--- src/rtl/cpu_pkg.sv ---
// Shared types and constants for the CPU front end: the fetch buffer entry and
// the PC arithmetic used for sequential and branch redirection.
package cpu_pkg;

  localparam int INSTR_W = 32;
  localparam int ADDR_W  = 32;

  localparam logic [ADDR_W-1:0] PC_STEP = 32'd4;

  typedef struct packed {
    logic [INSTR_W-1:0] instr;
    logic [ADDR_W-1:0]  pc;
  } fetch_entry_t;

  // Delta counts instruction words; the target stays word aligned for aligned bases.
  function automatic logic [ADDR_W-1:0] branch_target(
    input logic [ADDR_W-1:0] base,
    input logic [ADDR_W-1:0] delta
  );
    return base + (delta << 2);
  endfunction

endpackage

--- src/rtl/fetch_unit_if.sv ---
// Instruction-memory request/response channel and the Decode hand-off channel
// of the fetch unit. The master side is the fetch unit itself.
interface fetch_unit_if;
  import cpu_pkg::*;

  logic               imem_req;
  logic [ADDR_W-1:0]  imem_addr;
  logic               imem_ready;
  logic               imem_rvalid;
  logic [INSTR_W-1:0] imem_rdata;

  logic               dec_valid;
  logic [INSTR_W-1:0] dec_instr;
  logic [ADDR_W-1:0]  dec_pc;
  logic               dec_ready;

  modport master (
    output imem_req, imem_addr,
    input  imem_ready, imem_rvalid, imem_rdata,
    output dec_valid, dec_instr, dec_pc,
    input  dec_ready
  );

  modport slave (
    input  imem_req, imem_addr,
    output imem_ready, imem_rvalid, imem_rdata,
    input  dec_valid, dec_instr, dec_pc,
    output dec_ready
  );

endinterface

--- src/rtl/fetch_fifo.sv ---
// First-word fall-through instruction buffer with wrap-around pointers.
// Flush empties the buffer in one cycle and overrides any push or pop.
module fetch_fifo
  import cpu_pkg::*;
#(
  parameter  int FIFO_DEPTH = 2,
  localparam int PTR_W      = $clog2(FIFO_DEPTH),
  localparam int CNT_W      = PTR_W + 1
) (
  input  logic             clk,
  input  logic             rst_n,
  input  logic             flush,
  input  logic             push,
  input  fetch_entry_t     push_data,
  input  logic             pop,
  output fetch_entry_t     head,
  output logic [CNT_W-1:0] count,
  output logic             empty,
  output logic             full
);

  fetch_entry_t     mem [FIFO_DEPTH];
  logic [PTR_W-1:0] wr_ptr;
  logic [PTR_W-1:0] rd_ptr;
  logic             do_push;
  logic             do_pop;

  assign empty   = (count == '0);
  assign full    = (count == CNT_W'(FIFO_DEPTH));
  assign do_push = push && !full;
  assign do_pop  = pop && !empty;
  assign head    = mem[rd_ptr];

  // NOTE: the storage array is reset as well, so the head reads as all zeros
  // from reset until the first word is written.
  always_ff @(posedge clk or negedge rst_n) begin
    if (!rst_n) begin
      wr_ptr <= '0;
      rd_ptr <= '0;
      count  <= '0;
      for (int i = 0; i < FIFO_DEPTH; i++) begin
        mem[i] <= '0;
      end
    end else if (flush) begin
      wr_ptr <= '0;
      rd_ptr <= '0;
      count  <= '0;
    end else begin
      // NOTE: non-blocking updates keep every register reading its pre-edge value.
      if (do_push) begin
        mem[wr_ptr] <= push_data;
        wr_ptr      <= wr_ptr + PTR_W'(1);
      end
      if (do_pop) begin
        rd_ptr <= rd_ptr + PTR_W'(1);
      end
      count <= count + CNT_W'(do_push) - CNT_W'(do_pop);
    end
  end

endmodule

--- src/rtl/fetch_unit.sv ---
// Fetch stage: drives the PC, issues credit-limited imem reads, buffers the
// returned words and redirects on taken branches, discarding stale responses.
module fetch_unit
  import cpu_pkg::*;
#(
  parameter int                FIFO_DEPTH      = 2,
  parameter int                MAX_OUTSTANDING = 2,
  parameter logic [ADDR_W-1:0] RESET_PC        = 32'h0000_0000
) (
  input  logic              clk,
  input  logic              rst_n,
  input  logic              br_valid,
  input  logic [ADDR_W-1:0] br_base_pc,
  input  logic [ADDR_W-1:0] br_delta,
  fetch_unit_if.master      bus
);

  localparam int CNT_W = $clog2(FIFO_DEPTH) + 1;
  localparam int OUT_W = $clog2(MAX_OUTSTANDING + 1);

  logic [ADDR_W-1:0] pc;
  logic [OUT_W-1:0]  inflight;
  logic [OUT_W-1:0]  drop;
  logic [OUT_W-1:0]  live;
  logic [ADDR_W-1:0] occupancy;
  logic              accept;
  logic              resp_live;
  logic [ADDR_W-1:0] resp_pc;

  fetch_entry_t      push_entry;
  fetch_entry_t      fifo_head;
  logic [CNT_W-1:0]  fifo_count;
  logic              fifo_empty;
  logic              fifo_full;
  logic              fifo_pop;

  assign live      = inflight - drop;
  assign occupancy = ADDR_W'(fifo_count) + ADDR_W'(live);

  // Credit rule: buffered words plus live requests never exceed the buffer,
  // so a live response always finds a free slot.
  assign bus.imem_req  = rst_n && !br_valid
                      && (inflight < OUT_W'(MAX_OUTSTANDING))
                      && (occupancy < ADDR_W'(FIFO_DEPTH));
  assign bus.imem_addr = pc;
  assign accept        = bus.imem_req && bus.imem_ready;

  // Live requests are contiguous and end just below pc, so the oldest one
  // (the one being answered) sits live words back.
  assign resp_live        = bus.imem_rvalid && !br_valid && (drop == '0);
  assign resp_pc          = pc - (ADDR_W'(live) * PC_STEP);
  assign push_entry.instr = bus.imem_rdata;
  assign push_entry.pc    = resp_pc;

  assign bus.dec_valid = !fifo_empty && !br_valid;
  assign bus.dec_instr = fifo_head.instr;
  assign bus.dec_pc    = fifo_head.pc;
  assign fifo_pop      = bus.dec_valid && bus.dec_ready;

  fetch_fifo #(
    .FIFO_DEPTH (FIFO_DEPTH)
  ) u_fifo (
    .clk       (clk),
    .rst_n     (rst_n),
    .flush     (br_valid),
    .push      (resp_live),
    .push_data (push_entry),
    .pop       (fifo_pop),
    .head      (fifo_head),
    .count     (fifo_count),
    .empty     (fifo_empty),
    .full      (fifo_full)
  );

  always_ff @(posedge clk or negedge rst_n) begin
    if (!rst_n) begin
      pc       <= RESET_PC;
      inflight <= '0;
      drop     <= '0;
    end else if (br_valid) begin
      // Everything still outstanding after this cycle belongs to the old path.
      pc       <= branch_target(br_base_pc, br_delta);
      inflight <= inflight - OUT_W'(bus.imem_rvalid);
      drop     <= inflight - OUT_W'(bus.imem_rvalid);
    end else begin
      if (accept) begin
        pc <= pc + PC_STEP;
      end
      inflight <= inflight + OUT_W'(accept) - OUT_W'(bus.imem_rvalid);
      if (bus.imem_rvalid && (drop != '0)) begin
        drop <= drop - OUT_W'(1);
      end
    end
  end

  always_ff @(posedge clk) begin
    if (rst_n) begin
      assert (!(resp_live && fifo_full));
      assert (drop <= inflight);
      assert (!(bus.imem_rvalid && (inflight == '0)));
    end
  end

endmodule

--- src/flat_wrapper.sv ---
// flat-port wrapper written by rule: the top's interface ports become plain ports
module fetch_unit_flat import cpu_pkg::*;
#(
  parameter int                FIFO_DEPTH      = 2,
  parameter int                MAX_OUTSTANDING = 2,
  parameter logic [ADDR_W-1:0] RESET_PC        = 32'h0000_0000
)
  (clk, rst_n, br_valid, br_base_pc, br_delta, bus_imem_req, bus_imem_addr, bus_imem_ready, bus_imem_rvalid, bus_imem_rdata, bus_dec_valid, bus_dec_instr, bus_dec_pc, bus_dec_ready);
  fetch_unit_if bus_i ();
  input  logic clk;
  input  logic rst_n;
  input  logic br_valid;
  input  logic [ADDR_W-1:0] br_base_pc;
  input  logic [ADDR_W-1:0] br_delta;
  output wire logic [$bits(bus_i.imem_req)-1:0] bus_imem_req;
  output wire logic [$bits(bus_i.imem_addr)-1:0] bus_imem_addr;
  input wire logic [$bits(bus_i.imem_ready)-1:0] bus_imem_ready;
  input wire logic [$bits(bus_i.imem_rvalid)-1:0] bus_imem_rvalid;
  input wire logic [$bits(bus_i.imem_rdata)-1:0] bus_imem_rdata;
  output wire logic [$bits(bus_i.dec_valid)-1:0] bus_dec_valid;
  output wire logic [$bits(bus_i.dec_instr)-1:0] bus_dec_instr;
  output wire logic [$bits(bus_i.dec_pc)-1:0] bus_dec_pc;
  input wire logic [$bits(bus_i.dec_ready)-1:0] bus_dec_ready;
  assign bus_imem_req = bus_i.imem_req;
  assign bus_imem_addr = bus_i.imem_addr;
  assign bus_i.imem_ready = bus_imem_ready;
  assign bus_i.imem_rvalid = bus_imem_rvalid;
  assign bus_i.imem_rdata = bus_imem_rdata;
  assign bus_dec_valid = bus_i.dec_valid;
  assign bus_dec_instr = bus_i.dec_instr;
  assign bus_dec_pc = bus_i.dec_pc;
  assign bus_i.dec_ready = bus_dec_ready;
  fetch_unit #(.FIFO_DEPTH(FIFO_DEPTH), .MAX_OUTSTANDING(MAX_OUTSTANDING), .RESET_PC(RESET_PC)) u_core (.clk(clk), .rst_n(rst_n), .br_valid(br_valid), .br_base_pc(br_base_pc), .br_delta(br_delta), .bus(bus_i));
endmodule
--- config.mk ---
export PLATFORM = sky130hd
export DESIGN_NAME = fetch_unit_flat
export DESIGN_NICKNAME = d
export VERILOG_FILES = /design/src/rtl/cpu_pkg.sv /design/src/rtl/fetch_unit_if.sv /design/src/rtl/fetch_fifo.sv /design/src/rtl/fetch_unit.sv /design/src/flat_wrapper.sv
export SDC_FILE = /design/constraint.sdc
export NUM_CORES = 1
export LEC_CHECK = 0
export CORE_ASPECT_RATIO = 0.5
export CORE_MARGIN = 2
export CORE_UTILIZATION = 30
export CTS_BUF_LIST = sky130_fd_sc_hd__clkbuf_4
export DETAILED_ROUTE_END_ITERATION = 10
export DONT_BUFFER_PORTS = 1
export SLEW_MARGIN = 10
export SYNTH_ARGS = -nofsm -noshare
export SYNTH_HDL_FRONTEND = slang
export SYNTH_SLANG_ARGS = --single-unit
--- constraint.sdc ---
create_clock -name clk -period 3.6 [get_ports clk]
set_input_delay 0.54 -clock clk [delete_from_list [all_inputs] [get_ports clk]]
set_output_delay 0.54 -clock clk [all_outputs]
set_load 0.05 [all_outputs]
==> metrics.yaml <==
initial_utilization_pct: 30.75
hold_class: "in2async"
grt-busiest-layer: "met2"
core-area_um2: 31940
fin_skew_ps: 33.36
met1_usage_pct: 18.87
worst_pin_slew_ps: 845.1
num_rows: 46
ios: 200
synthArstFlopShare_pct: 100.0
relSlewSlack_pct: 43.66
drt-total-wl_mm: 26.56
p_leak_nw: 4.739
fp.dieH_um: 132.0
synth_area_leaders: "dfrtp_1 (43%), mux2_2 (12%), nand2_1 (7.9%)"
drive_gt1_share_pct: 17.86
antenna_found_initial: 1
dieArea_um2: 34300
insertion_delay_ps: 580
reg2reg_depth: 14
end_kind: "primary output"
cp_slowest_stage_delay_ps: 520
fill_cells: 3243
synth_cell_types: 58
dp.cells: 1456
timing.final.crit_share_pct: 91.51
nNetsFinal: 1195
die_x_um: 259.9
crit_path_cell_trace: "ha_1, xnor2_1, xnor2_1, inv_1, fa_1, nand3b_1, nor2_2, buf_4"
route.vias.total: 7557
ant_nets: 0
fmax_ghz: 0.3035
clockRootBuffer: "clkbuf_4"
hold_viol: 168
irDropWorstVdd_mv: 0.2489
synthCells: 1053
placed_cell_area_um2: 10390
grt_pass1_wl_mm: 42.12
seq_area_frac_synth_pct: 42.80
status: "finished, violations left"
worstSetupPathType: "reg2out"
routed_via_density: 5.048
drv_cap: 0
crit_arrival_ps: 2750
syn_nets: 1196
first_pass_iters: 7
ctsResizeCount: 0
wl_per_cell_um: 17.74
tns_ps: 0
path_max_fanout: 3
synth_edf_count: 0
cts_sinks: 168
track_usage_pct: 15.58
violations: "hold timing"
syn_area_per_cell_um2: 9.329
grt_pass1_vias: 7558
yosysTopAreaCell: "dfrtp_1"
cts_tree: "yes"
grt_start_max_net_pins: 171
fin_crit_ps: 3294
max-clock-path-buffers: 2
layout.area.seq_um2: 4205
met3_usage_pct: 3.556
setup_viol: 0
drtIter0Drc: 576
grt_overflow: 0
dp_hpwl_mm: 19.59
synth_flop_cell: "dfrtp_1"
power_per_cell_area_nw_per_um2: 758.0
place_congestion: 0.8903
whs_ps: -368.0
htree_levels: 4
multi_input_area_um2: 5290
cp_common_cell: "xnor2_1"
cts.reportedPaths.clkPinSlew_ps: 170
cts_buffers: 17
synth_top_area_share_pct: 42.80
slowest_stage: "fa_1"
start_kind: "register"
syn_to_final_growth_pct: 9.311
netlist_area_um2: 9823
synth_seq_cells: 168
fin_area_um2: 10740
finalNonFillerCells: 1497
yosysWarnings: 0
route.detailed.drc: 0
use_met2_pct: 27.11
post_cts_buffers: 0
rsz0062_at_grt: "false"
finalMaxSlewViolations: 0
final_util_pct: 33.62
portBuffers: 0
critPathRequiredTime_ps: 3060
==> final timing paths <==
check	from	endpoint	slack (ps)
setup / recovery	u_core.drop[0]	bus_imem_req	310
hold / removal	rst_n	u_core.bus.imem_addr[14]	-370
setup reg to reg	u_core.drop[0]	u_core.bus.imem_addr[14]	430
hold reg to reg	u_core.u_fifo.mem[125]	u_core.u_fifo.mem[125]	490
max in group asynchronous	rst_n	u_core.u_fifo.mem[42]	3560
min in group clk	bus_imem_rdata[29]	u_core.u_fifo.mem[125]	70
==> registers in the layout (all words and copies together) (netlist names) <==
register              flops
u_core.u_fifo.rd_ptr      1
u_core.bus.imem_addr     32
u_core.inflight           2
u_core.drop               2
u_core.u_fifo.wr_ptr      1
u_core.u_fifo.mem       128
u_core.u_fifo.count       2
==> per-layer routing <==
layer | vias to the layer above | part of all wire [%]
li1 | 3643 | -
met1 | 3688 | 42
met2 | 187 | 50
met3 | 39 | 5.2
met4 | 0 | 3.0
met5 | - | 0
==> synth_stat cells, types with 3 or more instances <==
cell type and number:
and2_1 3, nand2_1 207, inv_1 21, nor4_1 11, or2_2 6, mux2i_1 8
a211oi_1 10, ha_1 38, and4_1 3, nor2b_1 5, nor3_1 17, o21ai_0 80
clkbuf_1 60, xnor2_1 55, and3_1 7, o211ai_1 6, fa_1 3, mux2_2 104
or4_4 3, a21o_1 9, dfrtp_1 168, nor2_1 61, nand3_1 22, xor2_1 26
nand4_1 15, o2111ai_1 3, a21oi_1 49, a31oi_1 3, or3_1 8, nand2b_1 3
==> worst max-delay path: cells and delay by family, from the launching register on <==
kind / cells / cell delay, ps
AND/OR/NAND/NOR: 2 / 290
flip-flops: 1 / 430
XOR/XNOR: 2 / 390
adder cells (fa/ha/maj): 2 / 750
buffers and inverters: 2 / 350
==> power by group <==
| part | switching [W] | internal, W |
|---|---|---|
| Sequential | 0.000507 | 0.00255 |
| Combinational | 0.00287 | 0.00114 |
| Clock | 0.000716 | 0.000358 |
| Total | 0.00409 | 0.00405 |
==> cell usage in the layout (no fill, tap or decap), drive strengths merged, types with 15 or more instances in the layout <==
| master | count |
|---|---|
| nand2 | 207 |
| xnor2 | 55 |
| dfrtp | 168 |
| a21oi | 49 |
| nand3 | 22 |
| nand4 | 15 |
| clkbuf | 18 |
| xor2 | 26 |
| nor3 | 18 |
| nor2 | 61 |
| ha | 38 |
| inv | 27 |
| mux2 | 104 |
| o21ai | 84 |
| buf | 36 |
==> cell families after synthesis <==
group | after synthesis | synth area share (%)
buffers and inverters | 87 | 3.477
AO/OA/AOI/OAI | 185 | 11.08
adder cells (fa/ha/maj) | 41 | 5.452
multiplexers | 112 | 12.74
XOR/XNOR | 81 | 7.222
AND/OR/NAND/NOR | 379 | 17.23
flip-flops | 168 | 42.80
==> metrics by stage <==
stage                     total power [W]  setup slack [ps]
after floorplan                  0.006343             181.9
after global placement           0.007003             453.4
after detailed placement         0.007116             417.6
after CTS                        0.008214             217.7
after global routing             0.008638             106.5
final                            0.008139             305.5
==> what timing repair did <==
item                                   in CTS  in global routing
setup endpoints to repair                   0                  0
endpoints found under the hold margin     182                170
hold buffers                                6                  3
==> cell type report <==
cell class                 instances  area share [%]
antenna                            1         0.02330
clock buffer                      18           1.258
clock inverter                    13           1.130
tap                              432           5.034
sequential                       168           39.16
multi-input combinational        798           49.27
timing repair buffer              45           3.356
inverter                          22          0.7691
No activity file was read; power rests on OpenSTA's default activity.
